[config.mk]
export PLATFORM = sky130hd
export DESIGN_NAME = pong_paddle_ctrl
export DESIGN_NICKNAME = d
export VERILOG_FILES = /design/src/rtl/pong_pkg.sv /design/src/rtl/btn_debounce.sv /design/src/rtl/pong_paddle_ctrl.sv
export SDC_FILE = /design/constraint.sdc
export NUM_CORES = 1
export LEC_CHECK = 0
export BUFFER_PORTS_ARGS = -buffer_cell sky130_fd_sc_hd__buf_2
export CORE_MARGIN = 2
export CORE_UTILIZATION = 56
export CTS_CLUSTER_SIZE = 24
export DETAILED_ROUTE_END_ITERATION = 8
export PLACE_DENSITY = 0.81
export SLEW_MARGIN = 15
export SYNTH_ARGS = -nofsm -noshare
export SYNTH_HDL_FRONTEND = slang
export SYNTH_SLANG_ARGS = --single-unit
[constraint.sdc]
create_clock -name clk -period 1.7 [get_ports clk]
set_input_delay 0.255 -clock clk [delete_from_list [all_inputs] [get_ports clk]]
set_output_delay 0.255 -clock clk [all_outputs]
set_load 0.005 [all_outputs]
[src/rtl/pong_pkg.sv]
`default_nettype none
// ============================================================================
//  Module   : pong_pkg
//  Purpose  : Shared types and default timing constants for the pong paddle
//             sequencer and its input conditioning.
//  Revision : 1.0  initial release
// ============================================================================
package pong_pkg;

    // Game FSM encoding, visible on the game_state output
    typedef enum logic [1:0] {
        ST_IDLE  = 2'd0,
        ST_SERVE = 2'd1,
        ST_PLAY  = 2'd2,
        ST_POINT = 2'd3
    } game_state_t;

    // Held direction of one player's buttons; {up, down} one-hot or none
    typedef enum logic [1:0] {
        DIR_NONE = 2'b00,
        DIR_DOWN = 2'b01,
        DIR_UP   = 2'b10
    } dir_t;

    localparam int PLAYERS           = 2;
    localparam int DEB_CYCLES_DEF    = 250000;
    localparam int REPEAT_FRAMES_DEF = 2;
    localparam int SERVE_FRAMES_DEF  = 60;

    // Both or neither button pressed means no movement
    function automatic dir_t dir_of(input logic up, input logic dn);
        if (up && !dn) return DIR_UP;
        if (dn && !up) return DIR_DOWN;
        return DIR_NONE;
    endfunction

endpackage
`default_nettype wire

[src/rtl/btn_debounce.sv]
`default_nettype none
// ============================================================================
//  Module   : btn_debounce
//  Purpose  : Two-flop synchroniser followed by a stability-count debouncer.
//             The output follows the input only after it has differed from
//             the current debounced value for DEB_CYCLES consecutive cycles.
//  Revision : 1.0  initial release
// ============================================================================
module btn_debounce
    import pong_pkg::*;
#(
    parameter int DEB_CYCLES = DEB_CYCLES_DEF
) (
    input  logic clk,
    input  logic reset_n,
    input  logic raw,
    output logic db
);

    localparam int            CW     = (DEB_CYCLES > 1) ? $clog2(DEB_CYCLES) : 1;
    localparam logic [CW-1:0] C_LAST = CW'(DEB_CYCLES - 1);

    logic          r_sync1;
    logic          r_sync2;
    logic          r_db;
    logic [CW-1:0] r_cnt;

    // Bring the asynchronous button into the clk domain
    always_ff @(posedge clk or negedge reset_n) begin
        if (!reset_n) begin
            r_sync1 <= 1'b0;
            r_sync2 <= 1'b0;
        end else begin
            r_sync1 <= raw;
            r_sync2 <= r_sync1;
        end
    end

    // Count cycles of disagreement; flip the debounced value at the last count
    always_ff @(posedge clk or negedge reset_n) begin
        if (!reset_n) begin
            r_db  <= 1'b0;
            r_cnt <= '0;
        end else if (r_sync2 != r_db) begin
            if (r_cnt == C_LAST) begin
                r_db  <= r_sync2;
                r_cnt <= '0;
            end else begin
                r_cnt <= r_cnt + 1'b1;
            end
        end else begin
            r_cnt <= '0;
        end
    end

    assign db = r_db;

endmodule
`default_nettype wire

[src/rtl/pong_paddle_ctrl.sv]
`default_nettype none
// ============================================================================
//  Module   : pong_paddle_ctrl
//  Purpose  : Game-level sequencer for the two paddles: debounces the player
//             and start buttons, runs the IDLE/SERVE/PLAY/POINT FSM and emits
//             one-cycle move strobes per frame plus the paddle recentre.
//  Revision : 1.0  initial release
// ============================================================================
module pong_paddle_ctrl
    import pong_pkg::*;
#(
    parameter int DEB_CYCLES    = DEB_CYCLES_DEF,
    parameter int REPEAT_FRAMES = REPEAT_FRAMES_DEF,
    parameter int SERVE_FRAMES  = SERVE_FRAMES_DEF
) (
    input  logic               clk,
    input  logic               reset_n,
    input  logic               frame_tick,
    input  logic [PLAYERS-1:0] btn_up,
    input  logic [PLAYERS-1:0] btn_down,
    input  logic               start,
    input  logic               point_scored,
    output logic [PLAYERS-1:0] pad_up,
    output logic [PLAYERS-1:0] pad_down,
    output logic               pad_reset,
    output logic               serve_go,
    output logic [1:0]         game_state
);

    localparam int            RW          = $clog2(REPEAT_FRAMES + 1);
    localparam int            SW          = $clog2(SERVE_FRAMES + 1);
    localparam logic [RW-1:0] C_REP_LAST  = RW'(REPEAT_FRAMES - 1);
    localparam logic [SW-1:0] C_SERV_LAST = SW'(SERVE_FRAMES - 1);
    localparam int            NUM_IN      = 2 * PLAYERS + 1;

    // Raw inputs packed as {start, down[1:0], up[1:0]}
    logic [NUM_IN-1:0] w_raw;
    logic [NUM_IN-1:0] w_db;

    assign w_raw = {start, btn_down, btn_up};

    generate
        for (genvar i = 0; i < NUM_IN; i++) begin : g_deb
            btn_debounce #(
                .DEB_CYCLES (DEB_CYCLES)
            ) u_deb (
                .clk     (clk),
                .reset_n (reset_n),
                .raw     (w_raw[i]),
                .db      (w_db[i])
            );
        end
    endgenerate

    game_state_t                    r_state;
    game_state_t                    w_state_next;
    logic [SW-1:0]                  r_serve_cnt;
    logic [SW-1:0]                  w_serve_cnt_next;
    logic                           r_start_prev;
    logic                           w_start_rise;
    logic [PLAYERS-1:0][RW-1:0]     r_rcnt;
    logic [PLAYERS-1:0][RW-1:0]     w_rcnt_next;
    logic [PLAYERS-1:0][RW-1:0]     w_eff;
    logic [PLAYERS-1:0][1:0]        r_dir;
    logic [PLAYERS-1:0][1:0]        w_dir;
    logic [PLAYERS-1:0][1:0]        w_dir_next;
    logic [PLAYERS-1:0]             r_pad_up;
    logic [PLAYERS-1:0]             r_pad_down;
    logic [PLAYERS-1:0]             w_up_next;
    logic [PLAYERS-1:0]             w_dn_next;
    logic                           r_pad_reset;
    logic                           w_reset_next;
    logic                           r_serve_go;
    logic                           w_go_next;
    logic                           w_play_move;

    assign w_start_rise = w_db[NUM_IN-1] & ~r_start_prev;
    assign w_play_move  = (r_state == ST_PLAY) && !point_scored;

    // A direction change (including release) restarts the repeat count at 0
    generate
        for (genvar p = 0; p < PLAYERS; p++) begin : g_dir
            assign w_dir[p] = dir_of(w_db[p], w_db[PLAYERS + p]);
            assign w_eff[p] = (w_dir[p] != r_dir[p]) ? '0 : r_rcnt[p];
        end
    endgenerate

    // Registered state, counters and outputs
    always_ff @(posedge clk or negedge reset_n) begin
        if (!reset_n) begin
            r_state      <= ST_IDLE;
            r_serve_cnt  <= '0;
            r_start_prev <= 1'b0;
            r_rcnt       <= '0;
            r_dir        <= '0;
            r_pad_up     <= '0;
            r_pad_down   <= '0;
            r_pad_reset  <= 1'b1;
            r_serve_go   <= 1'b0;
        end else begin
            r_state      <= w_state_next;
            r_serve_cnt  <= w_serve_cnt_next;
            r_start_prev <= w_db[NUM_IN-1];
            r_rcnt       <= w_rcnt_next;
            r_dir        <= w_dir_next;
            r_pad_up     <= w_up_next;
            r_pad_down   <= w_dn_next;
            r_pad_reset  <= w_reset_next;
            r_serve_go   <= w_go_next;
        end
    end

    // Next-state, serve counting, repeat counters and strobe decode
    always_comb begin
        w_state_next     = r_state;
        w_serve_cnt_next = '0;
        w_go_next        = 1'b0;
        w_up_next        = '0;
        w_dn_next        = '0;
        w_rcnt_next      = '0;
        w_dir_next       = '0;

        case (r_state)
            ST_IDLE: begin
                if (w_start_rise) w_state_next = ST_SERVE;
            end
            ST_SERVE: begin
                w_serve_cnt_next = r_serve_cnt;
                if (frame_tick) begin
                    if (r_serve_cnt == C_SERV_LAST) begin
                        w_state_next     = ST_PLAY;
                        w_serve_cnt_next = '0;
                        w_go_next        = 1'b1;
                    end else begin
                        w_serve_cnt_next = r_serve_cnt + 1'b1;
                    end
                end
            end
            ST_PLAY: begin
                if (point_scored) w_state_next = ST_POINT;
            end
            ST_POINT: begin
                w_state_next = ST_SERVE;
            end
            default: begin
                w_state_next = ST_IDLE;
            end
        endcase

        // A point on the same cycle as a tick suppresses the strobe
        if (w_play_move) begin
            for (int p = 0; p < PLAYERS; p++) begin
                w_dir_next[p]  = w_dir[p];
                w_rcnt_next[p] = w_eff[p];
                if (frame_tick && (w_dir[p] != DIR_NONE)) begin
                    if (w_eff[p] == '0) begin
                        if (w_dir[p] == DIR_UP) w_up_next[p] = 1'b1;
                        else                    w_dn_next[p] = 1'b1;
                    end
                    w_rcnt_next[p] = (w_eff[p] == C_REP_LAST) ? '0 : w_eff[p] + 1'b1;
                end
            end
        end

        // Recentre while idle, while in POINT, and on the first SERVE cycle
        w_reset_next = (w_state_next == ST_IDLE) || (w_state_next == ST_POINT) ||
                       ((w_state_next == ST_SERVE) && (r_state != ST_SERVE));
    end

    assign pad_up     = r_pad_up;
    assign pad_down   = r_pad_down;
    assign pad_reset  = r_pad_reset;
    assign serve_go   = r_serve_go;
    assign game_state = r_state;

endmodule
`default_nettype wire

==> flow_metrics.py, run 1 <==
metrics = {
    "power": {
        "sequential_fraction_of_design_power_pct": 42.7,
        "switching_power_of_the_nets_w": 0.00180,
        "p_leak_nw": 3.41,
        "cellPowerDensity_nw_per_um2": 948,
        "power.share.clock_pct": 51.4,
        "ir_worst_vdd_mv": 0.762,
        "power.combinational.fraction_pct": 5.9,
        "internal_power_w": 0.00581,
        "swShare_pct": 23.7,
    },
    "synthesis": {
        "synth_mux_area_share_pct": 0.916,
        "mappedNetlistArea_um2": 6150,
        "syn-mean-instance-area_um2": 10.4,
        "yosys_warnings": 0,
        "yosys.area_share.adder_pct": 2.24,
        "synth-edff-count": 0,
        "synth_xor_area_share_pct": 11.7,
        "post_synth_arst_share_pct": 100,
        "synth_top_family_by_area": "simple AND/OR/NAND/NOR gates",
        "synthesis.nets": 614,
        "synthFlopType": "sky130_fd_sc_hd__dfrtp_1",
        "postSynthCellCount": 594,
        "synth_compound_area_share_pct": 5.66,
        "post_synth_and_or_nand_nor_area_fraction_pct": 25.1,
        "ys_types": 45,
        "ys_seq_area_share_pct": 52.1,
        "ys_seq_elements": 128,
    },
    "sta": {
        "max-slew-margin-rel_pct": 62.8,
        "post-route-min-period_ps": 1780,
        "worst_pin_slew_ps": 552,
        "post-route-worst-setup-slack_ps": -76.5,
        "setup_viol": 23,
        "maxClockFrequency_mhz": 563,
        "grt_setup_unrepaired": "true",
        "finalHoldViolations": 0,
        "tns_ps": -721,
        "finalCritPeriodShare_pct": 104,
        "timing.final.max_slew_violations": 0,
        "timing.clock.skew_ps": 9.16,
    },
    "detailed_routing": {
        "wl_met1_um": 6110,
        "total_vias_in_the_final_route": 5090,
        "wire_length_per_cell_um": 18.5,
        "detailroute.wirelength.met3_um": 651,
        "remaining_drc_errors": 0,
        "drt.antenna.violating_nets": 0,
        "wl_um": 15800,
        "detailedRoute.firstIterationViolations": 376,
        "highest_layer": "met4",
        "met2_wirelength_um": 8540,
        "detail_route.vias_per_cell": 5.95,
        "drt_pre_antenna_iters": 5,
    },
    "floorplan": {
        "start_util_pct": 57.0,
        "num_rows": 38,
        "floorplan.core_area_um2": 10800,
        "io_pins": 17,
        "die_h_um": 109,
        "floorplan.die.width_um": 109,
        "fp.dieArea_um2": 11800,
    },
    "worst_setup_path": {
        "startpoint_kind_of_the_worst_setup_timing_path": "flop",
        "crit_path_end_kind": "flop",
        "worst-path-max-fanout": 5,
        "worst_ep_required_time_ps": 2110,
        "criticalPathCategory": "flop to flop",
        "critPathArrivalTime_ps": 2180,
    },
    "status": {
        "status": "finished, violations left",
        "violations": "setup timing",
    },
    "grt": {
        "gr-total-overflow": 0,
        "grt_pass1_vias": 5113,
        "grt_pass1_wl_um": 23700,
        "antenna_found_initial": 0,
        "gr-usage-all-layers_pct": 25.7,
        "maximum_number_of_pins_on_one_net_before_global_route_repair": 73,
    },
    "placed_design": {
        "dp_cells": 800,
        "hpwlAfterDp_um": 8860,
        "place.gp.congestion": 0.927,
        "number_of_buffers_inserted_by_port_buffering": 16,
        "place_worst_setup_slack_ps": -15.5,
    },
    "clock_network": {
        "cts_tree": "built",
        "root_driver": "sky130_fd_sc_hd__clkbuf_8",
        "clkSinkCount": 128,
        "htree_num_levels": 4,
        "worstSkewPairLatency_ps": 540,
        "clkTransAtPathRegs_ps": 60,
        "cts_made_buffers": 17,
        "clock_path_buffers": 2,
    },
    "cells_and_area": {
        "area_growth_pct": 30.5,
        "final_core_util_pct": 74.4,
        "n_antenna_cell": 0,
        "post_route_cells_drive_above_1_share_pct": 29.2,
        "num-nets-final": 723,
        "finish.cell_count_without_fillers": 856,
    },
    "worst_hold_path": {
        "min_path_type": "input port to flop",
    },
    "flow_run": {
        "max-cap-violations": 0,
    },
}
-- sequential cells by signal (all words and copies together), names as in the netlist --
name,count
pad_down,2
g_deb.u_deb.r_cnt,90
r_rcnt,4
g_deb.u_deb.r_sync1,5
pad_reset,1
r_dir,4
g_deb.u_deb.db,5
r_start_prev,1
g_deb.u_deb.r_sync2,5
game_state,2
serve_go,1
r_serve_cnt,6
pad_up,2
-- per-layer routing --
metal / vias up / track usage (%)
met5: - / 0
met4: 0 / 10.3
met3: 59 / 6.75
met2: 174 / 45.3
met1: 2549 / 29.7
li1: 2308 / -
-- power groups by stage --
stage                     Clock, W  Combinational, W  Sequential (W)
after floorplan                  0          0.000194         0.00328
after global placement           0          0.000366         0.00328
after detailed placement         0          0.000390         0.00329
after CTS                  0.00392          0.000407         0.00324
after global routing       0.00409          0.000506         0.00326
final                      0.00391          0.000448         0.00325
-- area by class of cell --
cell class	count	area, um^2
Inverter	20	75.1
Clock inverter	13	200
Sequential cell	128	3220
Tap cell	140	175
Fill cell	630	2770
Timing Repair Buffer	102	810
Clock buffer	19	432
Multi-Input combinational cell	434	3120
-- through the flow --
stage	instance area, um^2	power [W]	hold WS [ps]
global route	8030	0.00785	118
global placement	6850	0.00365	153
floorplan	6170	0.00347	-40.6
detailed placement	6850	0.00368	156
CTS	7600	0.00756	80.7
finish	8030	0.00761	90.0
-- cell usage after synthesis (6+ instances only) --
library cell / instances / area [um^2]
sky130_fd_sc_hd__ha_1: 11 / 138
sky130_fd_sc_hd__inv_1: 20 / 75.1
sky130_fd_sc_hd__nand3_1: 41 / 205
sky130_fd_sc_hd__o31ai_1: 7 / 52.6
sky130_fd_sc_hd__xor2_1: 29 / 254
sky130_fd_sc_hd__buf_2: 6 / 30.0
sky130_fd_sc_hd__nor3_1: 12 / 60.1
sky130_fd_sc_hd__a21oi_1: 16 / 80.1
sky130_fd_sc_hd__or4_1: 7 / 52.6
sky130_fd_sc_hd__nor4_1: 33 / 206
sky130_fd_sc_hd__dfrtp_1: 127 / 3180
sky130_fd_sc_hd__xnor2_1: 53 / 464
sky130_fd_sc_hd__nand4_1: 21 / 131
sky130_fd_sc_hd__nand2_1: 31 / 116
sky130_fd_sc_hd__and4_1: 6 / 52.6
sky130_fd_sc_hd__nor2_1: 105 / 394
-- cell families after synthesis --
family / after synthesis
buf+inv: 32
simple gates: 297
flops: 128
mux: 5
xor+xnor: 82
fa+ha+maj: 11
compound gates: 39
-- placed cells by master, fill, tap and decap left out, drive strengths merged, types with 6 or more instances in the layout --
cell	n
nand2	32
clkbuf	19
nand3	42
dfrtp	127
nor3	12
or4	8
nor4	33
dlygate4sd3	6
buf	96
nand4	24
o31ai	7
a21oi	16
inv	25
and4	6
xor2	29
ha	11
nor2	105
xnor2	53
-- worst paths after layout --
kind | slack, ps | to | depth (start not counted) | start
worst max-delay path | -80 | g_deb[0].u_deb.r_cnt[17] | 7 | g_deb[0].u_deb.r_cnt[13]
worst min-delay path | 90 | r_serve_cnt[1] | 3 | frame_tick
worst max register to register | -80 | g_deb[0].u_deb.r_cnt[17] | 7 | g_deb[0].u_deb.r_cnt[13]
worst min register to register | 350 | g_deb[0].u_deb.r_sync2 | 0 | g_deb[0].u_deb.r_sync1
max in group asynchronous | 870 | g_deb[3].u_deb.r_cnt[8] | 3 | reset_n
min in group asynchronous | 140 | g_deb[0].u_deb.r_cnt[12] | 2 | reset_n
-- critical path, cell delays in order (launching register included) --
cell                      delay, ps
sky130_fd_sc_hd__dfrtp_2        440
sky130_fd_sc_hd__nor4b_4        340
sky130_fd_sc_hd__nand2_2        120
sky130_fd_sc_hd__buf_6          140
sky130_fd_sc_hd__o41ai_4        190
sky130_fd_sc_hd__buf_4          210
sky130_fd_sc_hd__buf_6          160
sky130_fd_sc_hd__a21oi_2         40
-- timing repair --
item / CTS / global route
hold buffers: 6 / 0
hold endpoints to repair: 132 / 0
cloned: 0 / 4
resized for setup: 8 / 83
setup buffers: 2 / 13
setup endpoints to repair: 26 / 76
pin swaps: 0 / 29
(Power assumes the default switching activity.)
==> inputs of run 2 (changes only) <==
--- a/config.mk
+++ b/config.mk
@@ -5,6 +5,7 @@
 export SDC_FILE = /design/constraint.sdc
 export NUM_CORES = 1
 export LEC_CHECK = 0
+export ABC_AREA = 1
 export BUFFER_PORTS_ARGS = -buffer_cell sky130_fd_sc_hd__buf_2
 export CORE_MARGIN = 2
 export CORE_UTILIZATION = 56
==> run 2 against run 1 <==
Against the previous run: the run now ends clean; critical path depth did not move; power fell by 8.9%; via count rose by 0.55%; die area rose by 5.1%; hold slack improved by 47 ps; fmax rose by 9.5%; synthesized cell count rose by 35%; cell count rose by 18%; wire length fell by 19%; flip-flop and latch count did not move; design area fell by 6.5%; combinational power fell by 53%.
==> flow_metrics.py, run 2 <==
metrics = {
    "sta": {
        "tns_ps": 0,
        "grt_setup_unrepaired": "false",
        "timing.clock.skew_ps": 8.11,
        "worst_pin_slew_ps": 450,
        "finalHoldViolations": 0,
        "timing.final.max_slew_violations": 0,
        "max-slew-margin-rel_pct": 70.0,
        "maxClockFrequency_mhz": 616,
        "setup_viol": 0,
        "finalCritPeriodShare_pct": 95.5,
        "finalHoldWorstSlack_ps": 137,
        "post-route-min-period_ps": 1620,
    },
    "detailed_routing": {
        "drt_pre_antenna_iters": 7,
        "remaining_drc_errors": 0,
        "wire_length_per_cell_um": 12.7,
        "detailedRoute.firstIterationViolations": 350,
        "detail_route.vias_per_cell": 5.08,
        "wl_um": 12800,
        "drt.antenna.violating_nets": 0,
        "total_vias_in_the_final_route": 5118,
    },
    "power": {
        "post-layout-total-power_w": 0.00693,
        "switching_power_of_the_nets_w": 0.00146,
        "power.share.clock_pct": 51.9,
        "power.combinational.fraction_pct": 3.0,
        "internal_power_w": 0.00548,
        "p_leak_nw": 3.25,
        "sequential_fraction_of_design_power_pct": 45.1,
        "swShare_pct": 21.0,
        "cellPowerDensity_nw_per_um2": 924,
        "ir_worst_vdd_mv": 0.887,
    },
    "clock_network": {
        "cts_made_buffers": 17,
        "post_cts_buffers": 0,
        "clkSinkCount": 128,
        "cts_repair_resize_count": 0,
        "clock_path_buffers": 2,
        "cts_tree": "built",
        "worstSkewPairLatency_ps": 410,
        "clkTransAtPathRegs_ps": 50,
        "root_driver": "sky130_fd_sc_hd__clkbuf_16",
        "htree_num_levels": 4,
    },
    "placed_design": {
        "hpwlAfterDp_um": 8780,
        "place.gp.congestion": 0.924,
        "number_of_buffers_inserted_by_port_buffering": 16,
        "dp_cells": 970,
    },
    "cells_and_area": {
        "post_route_cells_drive_above_1_share_pct": 11.2,
        "final_common_cell": "sky130_fd_sc_hd__nor2_1",
        "area_growth_pct": 15.9,
        "multiInputGateArea_um2": 2940,
        "finish.cell_count_without_fillers": 1008,
        "num-nets-final": 872,
        "fillCellCount": 920,
        "max_reg_flops": 90,
        "seqCellArea_um2": 3200,
        "biggestRegsByFlops": "g_deb.u_deb.r_cnt: 90 flops, r_serve_cnt: 6 flops",
        "mostFrequentLayoutCells": "sky130_fd_sc_hd__nor2_1, sky130_fd_sc_hd__nand2_1, sky130_fd_sc_hd__dfrtp_1",
        "largest_register_by_flop_count": "g_deb.u_deb.r_cnt",
        "n_antenna_cell": 0,
    },
    "synthesis": {
        "synthFlopType": "sky130_fd_sc_hd__dfrtp_1",
        "synth_top_area_share_pct": 49.1,
        "post-synth-top-count-cell": "sky130_fd_sc_hd__nor2_1",
        "post_synth_arst_share_pct": 100,
        "synth_mux_area_share_pct": 0,
        "ys_types": 31,
        "synth_area_leader_cell": "sky130_fd_sc_hd__dfrtp_1",
        "synth_xor_area_share_pct": 7.94,
        "mappedNetlistArea_um2": 6480,
        "postSynthCellCount": 800,
        "post_synth_and_or_nand_nor_area_fraction_pct": 31.9,
        "synth-edff-count": 0,
        "main_area_contributors_after_synthesis": "sky130_fd_sc_hd__dfrtp_1, sky130_fd_sc_hd__nor2_1, sky130_fd_sc_hd__nand2_1",
        "syn-mean-instance-area_um2": 8.10,
        "synthesis.nets": 820,
        "synth_compound_area_share_pct": 3.38,
        "ys_seq_elements": 128,
        "synth.cells.most_frequent": "sky130_fd_sc_hd__nor2_1, sky130_fd_sc_hd__nand2_1, sky130_fd_sc_hd__dfrtp_1",
        "yosys.area_share.adder_pct": 2.12,
        "yosys_warnings": 0,
        "ys_seq_area_share_pct": 49.5,
        "synth_top_family_by_area": "simple AND/OR/NAND/NOR gates",
    },
    "worst_setup_path": {
        "r2r_cells": 7,
        "reg2reg_slack_ps": 80,
        "worst_ep_required_time_ps": 2040,
        "crit_start": "r_serve_cnt[1]",
        "crit_path_end_kind": "flop",
        "worst_r2r_endpoint": "pad_reset",
        "worst-path-max-fanout": 4,
        "critical_path.reg2reg.startpoint": "r_serve_cnt[1]",
        "critPathArrivalTime_ps": 1960,
        "criticalPathCategory": "flop to flop",
        "startpoint_kind_of_the_worst_setup_timing_path": "flop",
    },
    "floorplan": {
        "start_util_pct": 57.0,
        "floorplan.die.width_um": 112,
        "num_rows": 39,
        "die_h_um": 112,
        "io_pins": 17,
        "floorplan.core_area_um2": 11400,
        "fp.dieArea_um2": 12400,
    },
    "grt": {
        "antenna_found_initial": 0,
        "grt_pass1_wl_um": 22500,
        "gr-usage-all-layers_pct": 22.1,
        "maximum_number_of_pins_on_one_net_before_global_route_repair": 49,
        "grt_pass1_vias": 5017,
        "gr-total-overflow": 0,
    },
    "worst_hold_path": {
        "min_path_type": "input port to flop",
        "min_delay_worst_endpoint": "serve_go",
        "hold_start": "frame_tick",
        "min_path_cells": 3,
    },
    "status": {
        "status": "complete, no violations",
    },
    "flow_run": {
        "max-cap-violations": 0,
    },
}
-- run 2: changes by cell type after synthesis, moves of 10 or more --
| cell | previous run | this run |
|---|---|---|
| sky130_fd_sc_hd__nor4_1 | 33 | 0 |
| sky130_fd_sc_hd__xnor2_1 | 53 | 15 |
| sky130_fd_sc_hd__xor2_1 | 29 | 40 |
| sky130_fd_sc_hd__nor2_2 | 0 | 10 |
| sky130_fd_sc_hd__nand2_1 | 31 | 156 |
| sky130_fd_sc_hd__inv_1 | 20 | 83 |
| sky130_fd_sc_hd__nor2_1 | 105 | 204 |
| sky130_fd_sc_hd__nand3_2 | 1 | 13 |
-- run 2: worst max path at each step --
stage | endpoint | slack, ps | cells after the start
4_1_cts | pad_reset | 60 | 7
3_3_place_gp | pad_reset | 100 | 7
6_report | pad_reset | 80 | 7
5_1_grt | pad_reset | 2 | 7
3_5_place_dp | pad_reset | 50 | 7
2_1_floorplan | pad_reset | 140 | 7
-- run 2: timing repair --
| item | in CTS | in global routing |
|---|---|---|
| setup endpoints to repair | 0 | 1 |
| hold buffers | 6 | 0 |
| hold endpoints to repair | 49 | 0 |
-- run 2: through the flow --
step	util (%)	instance area, um^2	setup WS, ps
global placement	60.3	6850	102
floorplan	-	6480	136
CTS	66.0	7510	59.4
finish	66.0	7510	77.2
global route	66.0	7510	2.39
detailed placement	60.3	6850	54.2
-- run 2: cell type report --
class | instances | share of cell area, %
well taps | 143 | 2.38
repair buffers | 33 | 3.38
multi-input cells | 583 | 39.2
clock buffers | 24 | 6.55
flip-flops and latches | 128 | 42.7
clock inverters | 8 | 1.38
inverters | 89 | 4.45
-- run 2: cells by family after synthesis --
| family | count (synthesis) |
|---|---|
| and+or+nand+nor | 476 |
| DFF | 128 |
| buffers and inverters | 89 |
| xor gates and xnor gates | 57 |
| AOI/OAI and AO/OA | 39 |
| adders and majority gates | 11 |
-- run 2: critical path, stage by stage, from the launching register on --
cell	delay [ps]
sky130_fd_sc_hd__dfrtp_1	400
sky130_fd_sc_hd__ha_1	220
sky130_fd_sc_hd__nand4_1	120
sky130_fd_sc_hd__nor2_1	80
sky130_fd_sc_hd__or2_2	270
sky130_fd_sc_hd__inv_1	80
sky130_fd_sc_hd__ha_1	230
sky130_fd_sc_hd__o21bai_1	150
-- run 2: power by group through the flow --
stage	clock network, W	logic (W)	registers [W]
6_report	0.00360	0.000209	0.00312
5_1_grt	0.00380	0.000245	0.00313
4_1_cts	0.00366	0.000217	0.00312
3_5_place_dp	0	0.000203	0.00318
3_3_place_gp	0	0.000199	0.00318
2_1_floorplan	0	0.0000915	0.00317
-- run 2: metal layers --
metal | share of wire (%) | GRT usage, % | wire (um) | vias to the layer above
met1 | 47 | 29.4 | 6040 | 2390
met2 | 48 | 35.9 | 6150 | 94
met5 | 0 | 0 | 0 | -
met4 | 1.2 | 7.24 | 148 | 0
li1 | - | - | - | 2623
met3 | 3.4 | 5.88 | 436 | 11
